### src/rtl/issue_csr_fifo_if.sv
// ---------------------------------------------------------------------------
// issue_csr_fifo_pkg / issue_csr_fifo_if
//
// Purpose : shared entry types and the handshake bundle between the issue
//           stage (producer), the issue_csr_fifo queue and execute_csr
//           (consumer).
//
// Interface signals:
//   issue_csr_fifo_push           issue stage writes data_in this cycle
//   issue_csr_fifo_data_in        entry to enqueue
//   issue_csr_fifo_full           queue holds DEPTH entries
//   issue_csr_fifo_count          current occupancy (CNT_W bits)
//   issue_csr_fifo_data_out       head entry (show-ahead)
//   issue_csr_fifo_data_out_valid head entry present
//   issue_csr_fifo_pop            execute_csr consumes the head this cycle
//
// Modports: master = issue/execute side, slave = the queue itself.
// ---------------------------------------------------------------------------
package issue_csr_fifo_pkg;

    typedef struct packed {
        logic [31:0] pc;
        logic [5:0]  rob_id;
        logic [2:0]  csr_op;
        logic [11:0] csr_addr;
        logic [31:0] src1;
        logic [4:0]  rd_addr;
        logic        rd_we;
    } issue_execute_pack_t;

    typedef struct packed {
        logic enable;
        logic flush;
    } commit_feedback_pack_t;

endpackage

interface issue_csr_fifo_if #(
    parameter int unsigned DEPTH = 4
);
    localparam int unsigned CNT_W = $clog2(DEPTH) + 1;

    logic                                    issue_csr_fifo_push;
    issue_csr_fifo_pkg::issue_execute_pack_t issue_csr_fifo_data_in;
    logic                                    issue_csr_fifo_full;
    logic [CNT_W-1:0]                        issue_csr_fifo_count;
    issue_csr_fifo_pkg::issue_execute_pack_t issue_csr_fifo_data_out;
    logic                                    issue_csr_fifo_data_out_valid;
    logic                                    issue_csr_fifo_pop;

    modport master (
        output issue_csr_fifo_push,
        output issue_csr_fifo_data_in,
        output issue_csr_fifo_pop,
        input  issue_csr_fifo_full,
        input  issue_csr_fifo_count,
        input  issue_csr_fifo_data_out,
        input  issue_csr_fifo_data_out_valid
    );

    modport slave (
        input  issue_csr_fifo_push,
        input  issue_csr_fifo_data_in,
        input  issue_csr_fifo_pop,
        output issue_csr_fifo_full,
        output issue_csr_fifo_count,
        output issue_csr_fifo_data_out,
        output issue_csr_fifo_data_out_valid
    );

endinterface

### src/rtl/issue_csr_fifo.sv
// ---------------------------------------------------------------------------
// issue_csr_fifo
//
// Purpose : issue-to-CSR-execute queue. The issue stage pushes
//           issue_execute_pack_t entries; the head entry is presented
//           show-ahead and retired on execute_csr's pop. A commit-stage
//           flush (enable && flush) empties the queue and has priority over
//           any same-cycle push or pop.
//
// Ports:
//   clk                   rising-edge clock
//   rst                   asynchronous, active-low reset
//   bus                   issue_csr_fifo_if.slave handshake bundle
//   commit_feedback_pack  commit-stage feedback, flush = enable && flush
//
// Parameters:
//   DEPTH  number of entries, power of 2, >= 2
//
// Optional feature (macro ISSUE_CSR_FIFO_BYPASS_EN):
//   defined   - on an empty queue a non-flushed push is visible on data_out
//               in the same cycle; if it is also popped it is never stored.
//   undefined - outputs depend only on registered state.
// ---------------------------------------------------------------------------
module issue_csr_fifo
    import issue_csr_fifo_pkg::*;
#(
    parameter int unsigned DEPTH = 4
) (
    input  logic                  clk,
    input  logic                  rst,
    issue_csr_fifo_if.slave       bus,
    input  commit_feedback_pack_t commit_feedback_pack
);

    localparam int unsigned IDX_W = $clog2(DEPTH);
    localparam int unsigned CNT_W = IDX_W + 1;

    // Pointers carry one extra wrap bit above the slot index.
    logic [CNT_W-1:0]    rptr_q, rptr_d;
    logic [CNT_W-1:0]    wptr_q, wptr_d;
    issue_execute_pack_t mem_q [DEPTH];
    issue_execute_pack_t mem_d [DEPTH];

    logic [IDX_W-1:0] ridx;
    logic [IDX_W-1:0] widx;
    logic             empty;
    logic             full;
    logic             flush;
    logic             push_acc;
    logic             pop_acc;
    logic             bypass_take;

    assign ridx  = rptr_q[IDX_W-1:0];
    assign widx  = wptr_q[IDX_W-1:0];
    assign empty = (rptr_q == wptr_q);
    assign full  = (ridx == widx) && (rptr_q[IDX_W] != wptr_q[IDX_W]);
    assign flush = commit_feedback_pack.enable && commit_feedback_pack.flush;

    assign push_acc = bus.issue_csr_fifo_push && !full;
    assign pop_acc  = bus.issue_csr_fifo_pop && !empty;

`ifdef ISSUE_CSR_FIFO_BYPASS_EN
    logic bypass_vis;

    // Empty queue: a non-flushed push is forwarded straight to the consumer.
    assign bypass_vis  = empty && bus.issue_csr_fifo_push && !flush;
    // Forwarded and consumed in the same cycle: never stored.
    assign bypass_take = bypass_vis && bus.issue_csr_fifo_pop;

    assign bus.issue_csr_fifo_data_out       = bypass_vis ? bus.issue_csr_fifo_data_in
                                                          : mem_q[ridx];
    assign bus.issue_csr_fifo_data_out_valid = !empty || bypass_vis;
`else
    assign bypass_take = 1'b0;

    assign bus.issue_csr_fifo_data_out       = mem_q[ridx];
    assign bus.issue_csr_fifo_data_out_valid = !empty;
`endif

    assign bus.issue_csr_fifo_full  = full;
    assign bus.issue_csr_fifo_count = wptr_q - rptr_q;

    always_comb begin
        rptr_d = rptr_q;
        wptr_d = wptr_q;
        mem_d  = mem_q;
        if (flush) begin
            rptr_d = '0;
            wptr_d = '0;
        end else begin
            if (push_acc && !bypass_take) begin
                mem_d[widx] = bus.issue_csr_fifo_data_in;
                wptr_d      = wptr_q + CNT_W'(1);
            end
            if (pop_acc) begin
                rptr_d = rptr_q + CNT_W'(1);
            end
        end
    end

    always_ff @(posedge clk or negedge rst) begin
        if (!rst) begin
            rptr_q <= '0;
            wptr_q <= '0;
        end else begin
            rptr_q <= rptr_d;
            wptr_q <= wptr_d;
        end
    end

    // Storage is deliberately left out of reset; valid masks stale slots.
    always_ff @(posedge clk) begin
        mem_q <= mem_d;
    end

endmodule

### src/flat_wrapper.sv
// flat-port wrapper written by rule: the top's interface ports become plain ports
module issue_csr_fifo_flat import issue_csr_fifo_pkg::*;
#(
    parameter int unsigned DEPTH = 4
)
  (clk, rst, commit_feedback_pack, bus_issue_csr_fifo_push, bus_issue_csr_fifo_data_in, bus_issue_csr_fifo_pop, bus_issue_csr_fifo_full, bus_issue_csr_fifo_count, bus_issue_csr_fifo_data_out, bus_issue_csr_fifo_data_out_valid);
  issue_csr_fifo_if #(.DEPTH(DEPTH)) bus_i ();
  input  logic clk;
  input  logic rst;
  input  commit_feedback_pack_t commit_feedback_pack;
  input wire logic [$bits(bus_i.issue_csr_fifo_push)-1:0] bus_issue_csr_fifo_push;
  input wire logic [$bits(bus_i.issue_csr_fifo_data_in)-1:0] bus_issue_csr_fifo_data_in;
  input wire logic [$bits(bus_i.issue_csr_fifo_pop)-1:0] bus_issue_csr_fifo_pop;
  output wire logic [$bits(bus_i.issue_csr_fifo_full)-1:0] bus_issue_csr_fifo_full;
  output wire logic [$bits(bus_i.issue_csr_fifo_count)-1:0] bus_issue_csr_fifo_count;
  output wire logic [$bits(bus_i.issue_csr_fifo_data_out)-1:0] bus_issue_csr_fifo_data_out;
  output wire logic [$bits(bus_i.issue_csr_fifo_data_out_valid)-1:0] bus_issue_csr_fifo_data_out_valid;
  assign bus_i.issue_csr_fifo_push = bus_issue_csr_fifo_push;
  assign bus_i.issue_csr_fifo_data_in = bus_issue_csr_fifo_data_in;
  assign bus_i.issue_csr_fifo_pop = bus_issue_csr_fifo_pop;
  assign bus_issue_csr_fifo_full = bus_i.issue_csr_fifo_full;
  assign bus_issue_csr_fifo_count = bus_i.issue_csr_fifo_count;
  assign bus_issue_csr_fifo_data_out = bus_i.issue_csr_fifo_data_out;
  assign bus_issue_csr_fifo_data_out_valid = bus_i.issue_csr_fifo_data_out_valid;
  issue_csr_fifo #(.DEPTH(DEPTH)) u_core (.clk(clk), .rst(rst), .bus(bus_i), .commit_feedback_pack(commit_feedback_pack));
endmodule
### config.mk
export PLATFORM = sky130hd
export DESIGN_NAME = issue_csr_fifo_flat
export DESIGN_NICKNAME = d
export VERILOG_FILES = /design/src/rtl/issue_csr_fifo_if.sv /design/src/rtl/issue_csr_fifo.sv /design/src/flat_wrapper.sv
export SDC_FILE = /design/constraint.sdc
export NUM_CORES = 1
export LEC_CHECK = 0
export ABC_CLOCK_PERIOD_IN_PS = 4500
export CORE_ASPECT_RATIO = 1.1
export CORE_UTILIZATION = 33
export CTS_BUF_LIST = sky130_fd_sc_hd__clkbuf_8 sky130_fd_sc_hd__clkbuf_16
export DETAILED_ROUTE_END_ITERATION = 10
export HOLD_SLACK_MARGIN = 0.03
export PLACE_DENSITY = 0.61
export RECOVER_POWER = 100
export SKIP_CTS_REPAIR_TIMING = 1
export SLEW_MARGIN = 10
export SYNTH_ARGS = -nofsm -noshare
export SYNTH_HDL_FRONTEND = slang
export SYNTH_SLANG_ARGS = --single-unit
### constraint.sdc
create_clock -name clk -period 4.5 [get_ports clk]
set_input_delay 0.9 -clock clk [delete_from_list [all_inputs] [get_ports clk]]
set_output_delay 0.9 -clock clk [all_outputs]
set_load 0.005 [all_outputs]
Yosys cells after proc, flatten, opt, wreduce, memory -nomap -nowiden. Index checks and enable logic that the tools add are counted.

Output and inout bits: 96. RAM bits: 0. Bits of input ports: 97. Memory bits (read-only): 0. Logic and storage cells: 62. Bits in latches: 0. Memories kept: 0. Register bits after elaboration: 370.

Bitwise gates (word level): 3. Add/sub/neg operators: 3. Multiplexer cells: 10. Multipliers: 0. Reduce and logical (&&, ||, !) cells: 10. Shift operators: 0. Divide/modulo/power cells: 0. Equal/unequal tests: 3. Magnitude comparators: 3.

Operators with widths (count): bitwise mux 364 bit (1); 2-to-1 mux 91 bit (3); binary-select mux 91 bit (select 2 bit) (1); demux 91 bit (select 2 bit) (1); 2-to-1 mux 3 bit (4); adder 3 x 1 -> 3 bit, second input constant (2); >= comparator 3 bit, second input constant (2); NOT 2 -> 3 bit (2); logical AND 1 bit (5); nonzero test 2 bit (2); == test 3 bit (1); less-than comparator 3 x 1 -> 1 bit, second input constant (1); subtractor 3 bit (1); == test 2 bit (1); zero test 1 bit (2); AND reduction 2 bit (1); inequality test 1 bit (1); NOT 1 bit (1).

Depth between registers and ports, before layout. Gate-level depths: netlist of run 1.

Word-level depth: 6. Mapped depth: 6. Gate-level depth less buffers: 5.

Least setup slack after synthesis of run 1. Ideal clock, no wire load.

Kind: reg2reg. Start: reg u_core.rptr_q[1]. End: reg u_core.mem_q[0] (netlist bit) (enable). Setup time: 0.460 ns. Arrival time: 3.527 ns. Buffers on the path: 1. Required time: 4.040 ns. Period minus slack after synthesis: 3.987 ns. Path slack: 0.513 ns. Stages on the path, launching flop included: 7. Cell sequence: dfrtp_1 > buf_2 > inv_1 > ha_1 > nand2_1 > o21a_1 > and3_1.

Longest elaborated chain between the ends: 5.

RTL lines: start: declaration (line issue_csr_fifo.sv:39) `logic [CNT_W-1:0] rptr_q, rptr_d;`; start signal: assignment (line issue_csr_fifo.sv:106) `rptr_q <= rptr_d;`; == test 2 bit (line issue_csr_fifo.sv:56) `assign full = (ridx == widx) && (rptr_q[IDX_W] != wptr_q[IDX_W]);`; logical AND 1 bit (line issue_csr_fifo.sv:56); zero test 1 bit (line issue_csr_fifo.sv:59) `assign push_acc = bus.issue_csr_fifo_push && !full;`; logical AND 1 bit (line issue_csr_fifo.sv:59); AND reduction 2 bit (no line); end signal: assignment (line issue_csr_fifo.sv:113) `mem_q <= mem_d;`; end: declaration (line issue_csr_fifo.sv:41) `issue_execute_pack_t mem_q [DEPTH];`.

Every way passes these cells. A chain may end at the register's enable or synchronous reset.

Worst setup path in the final report of run 1.
Start: reg u_core.rptr_q[0]. End: out bus_issue_csr_fifo_data_out[26].

Longest elaborated chain between the ends: 4.

RTL lines: NOT 2 -> 3 bit (implied by the code) (line issue_csr_fifo.sv:76) `assign bus.issue_csr_fifo_data_out = mem_q[ridx];`; binary-select mux 91 bit (select 2 bit) (line issue_csr_fifo.sv:76); 2-to-1 mux 91 bit (implied by the code) (2 in series) (line issue_csr_fifo.sv:76); end: declaration (line flat_wrapper.sv:16) `output wire logic [$bits(bus_i.issue_csr_fifo_data_out)-1:0] bus_issue_csr_fifo_data_out;`.

Every way passes these cells. The select of a mux whose other input is x is not followed.

==> impl_metrics.ini, run 1 <==
[outcome]
status = finished with violations
failed_checks = capacitance limit, slew limit

[placed_design]
place_ws_ns = 1.481
place_congestion = 0.6780
port_buffers = 192
hpwl_um = 15070

[die]
rows = 77
ios = 193
fp.dieW_um = 196.2
start_util = 0.3376
dieArea_sq_mm = 0.04231
core-area_sq_mm = 0.04056
dieHeight_um = 215.6

[timing]
setup-violations-final = 0
fin_tns_setup_ns = 0
worst_pin_slew_ns = 1.593
period_share = 0.8704
max_freq_mhz = 255.3
drv_slew = 184
min_period_ns = 3.917
setup_slack_ns = 0.5832
final.setup_skew_ns = 0.01510
rsz0062_at_grt = false
hold_viol = 0
relSlewSlack = -0.06217

[detailed_routing]
routed_wl_um = 26610
avgRoutedWirePerCell_um = 19.90
top_layer_used = met5
avgViaCountPerCell = 4.636
wl_met1_um = 10900
dr_wl_met2_um = 13310
vias = 6199
drc = 0
drtAntennaViolNets = 0
drt_iter0_markers = 280
wl_met3_um = 1751
drt-pass1-iter-count = 4

[final_layout]
fillers = 3490
drive_above_1_share = 0.2069
seqCellArea_sq_mm = 0.01108
nets = 859
mostFrequentLayoutCell = edfxtp_1
area_delta_synth_final_pct = 28.10
mostFrequentLayoutCells = edfxtp_1, dlygate4sd3_1, mux4_2, clkdlybuf4s50_1, clkbuf_16
multiInputGateArea_sq_mm = 0.002427

[cts]
clk_path_buf_depth = 3
cts-htree-levels = 2
clk_pin_slew_ns = 0.06
clk-insertion-delay-late_ns = 0.56
cts-root-buf = clkbuf_16
cts_tree = built
numCtsBuffers = 40
cts.sinks = 370

[worst_setup_path]
reg2reg_to = u_core.mem_q[12]
cp_cell_sequence = buf_12 > mux4_2 > dlygate4sd3_1
crit_path_end_kind = primary output
crit_buf_inv = 2
cpLargestDelayFamily = buffers and inverters
critPathKind = flop to primary output
reg2reg_slack_ns = 0.83
slowest_stage = dfrtp_1
cp_data_required_time_ns = 3.60
reg2reg_depth = 5
worstSetupStartpoint = u_core.rptr_q[0]
cp.arrival_ns = 3.02
cpPeakStageDelay_ns = 0.85
r2r_start = u_core.rptr_q[0]
cp_max_fo = 38
start_kind = flop

[power]
leakagePower_nw = 5.605
switching_share = 0.2543
power.switching_w = 0.002643
power_frac_comb = 0.269
p_per_area_mw_per_mm2 = 592.4
intPower_w = 0.007748
ir_drop_mv = 0.3450
p_clk_frac = 0.305
p_seq_frac = 0.426

[global_route]
grt_pass1_vias = 6856
grt_pass1_wl_um = 40510
overflow = 0
antenna_found_initial = 6
grt_max_degree = 95
grt_usage = 0.1286

[logic_synthesis]
syn_nets = 638
synth-seq-cells = 370
ys_types = 29
synth_seq_area_share = 0.8093
ys_warn_count = 0
syn_area_per_cell_sq_um = 25.69
syn_inst = 533
syn_area_sq_mm = 0.01369

[min_path]
min_from = u_core.wptr_q[0]
hp-class = flop to flop
hold_path_end = u_core.wptr_q[0]
whs_path_depth = 2

[run]
cap_violations = 2
==> cells in the mapped netlist <==
cell type  instances  area share
clkbuf_1           2     0.00055
o2111a_1           2      0.0016
inv_1              5      0.0014
mux4_2            91        0.15
mux2i_1            2      0.0015
o22a_1             2      0.0013
nand3_1            3      0.0011
o211ai_1           2      0.0011
buf_4              3      0.0016
and2_1             1     0.00046
a2bb2oi_1          1     0.00064
o21ai_0            2     0.00073
nand2_1            5      0.0014
nor4_2             1     0.00091
and3_1             4      0.0018
ha_1               7      0.0064
xor2_1             1     0.00064
edfxtp_1         364        0.80
xnor2_4            1      0.0020
fa_1               1      0.0015
buf_2              8      0.0029
nand2b_1           1     0.00046
o21a_1             1     0.00055
dfrtp_1            6       0.011
nor2_1             1     0.00027
a21oi_1            3      0.0011
nor3_1             3      0.0011
buf_6              9      0.0074
xnor2_1            1     0.00064
==> per-stage QoR <==
stage / hold slack, ns / power (W) / instance area (sq um) / util / instances
finish: 0.5894 / 0.01039 / 17540 / 0.4324 / 1337
CTS: 0.5886 / 0.01072 / 17610 / 0.4342 / 1336
floorplan: 0.5425 / 0.006003 / 13690 / - / 533
global placement: 0.5672 / 0.007487 / 16330 / 0.4026 / 1265
global route: 0.6415 / 0.01089 / 17540 / 0.4324 / 1337
detailed placement: 0.5818 / 0.007502 / 16330 / 0.4026 / 1265
==> worst min-delay path, stage by stage (launching register included) <==
cell	delay [ns]
dfrtp_1	0.41
nand2_1	0.07
mux2i_1	0.07
==> sequential cells by signal, indices dropped and copies added (netlist names) <==
signal	count
u_core.wptr_q	3
u_core.mem_q	364
u_core.rptr_q	3
==> routing by layer <==
metal  GRT usage  up-vias
met1      0.1566     3223
met3     0.04001       50
li1            -     2749
met2      0.2135      169
met5           0        -
met4     0.05026        8
==> cells by family (layout without fill, tap and decap cells) <==
logic type / after synthesis / count (layout) / share of synthesized area
and+or+nand+nor: 19 / 19 / 0.007493
adders and majority gates: 8 / 8 / 0.007859
AOI/OAI and AO/OA: 13 / 13 / 0.007036
xor gates and xnor gates: 3 / 3 / 0.003290
DFF: 370 / 370 / 0.8093
other: 0 / 1 / 0
muxes: 93 / 93 / 0.1511
buffers and inverters: 27 / 277 / 0.01389
==> final cells by class <==
| cell class | instances | share of cell area |
|---|---|---|
| antenna | 1 | 0.0001427 |
| timing repair buffer | 201 | 0.1158 |
| clock inverter | 30 | 0.01470 |
| clock buffer | 41 | 0.05850 |
| tap | 553 | 0.03945 |
| inverter | 5 | 0.001070 |
| multi-input combinational | 136 | 0.1384 |
| sequential | 370 | 0.6320 |
==> worst max-delay path by stage <==
stage	to	cells past startpoint	slack, ns
finish	bus_issue_csr_fifo_data_out[26]	3	0.58
detailed placement	bus_issue_csr_fifo_count[1]	4	1.48
global placement	u_core.mem_q[135]	4	1.48
floorplan	u_core.mem_q[0]	6	0.51
CTS	bus_issue_csr_fifo_data_out[76]	3	0.89
global route	bus_issue_csr_fifo_data_out[26]	3	0.41
==> power groups by stage <==
stage,clock (W),sequential [W],combinational (W)
6_report,0.00317,0.00442,0.00279
5_1_grt,0.00340,0.00446,0.00303
4_1_cts,0.00328,0.00442,0.00302
3_3_place_gp,0,0.00447,0.00302
3_5_place_dp,0,0.00449,0.00301
2_1_floorplan,0,0.00445,0.00155
(Power assumes the default switching activity.)
==> run 2: changes to the inputs <==
- SLEW_MARGIN: 10 -> 40
==> results of run 2 <==
No change in the layout: final DEF, timing and power equal those of run 1.
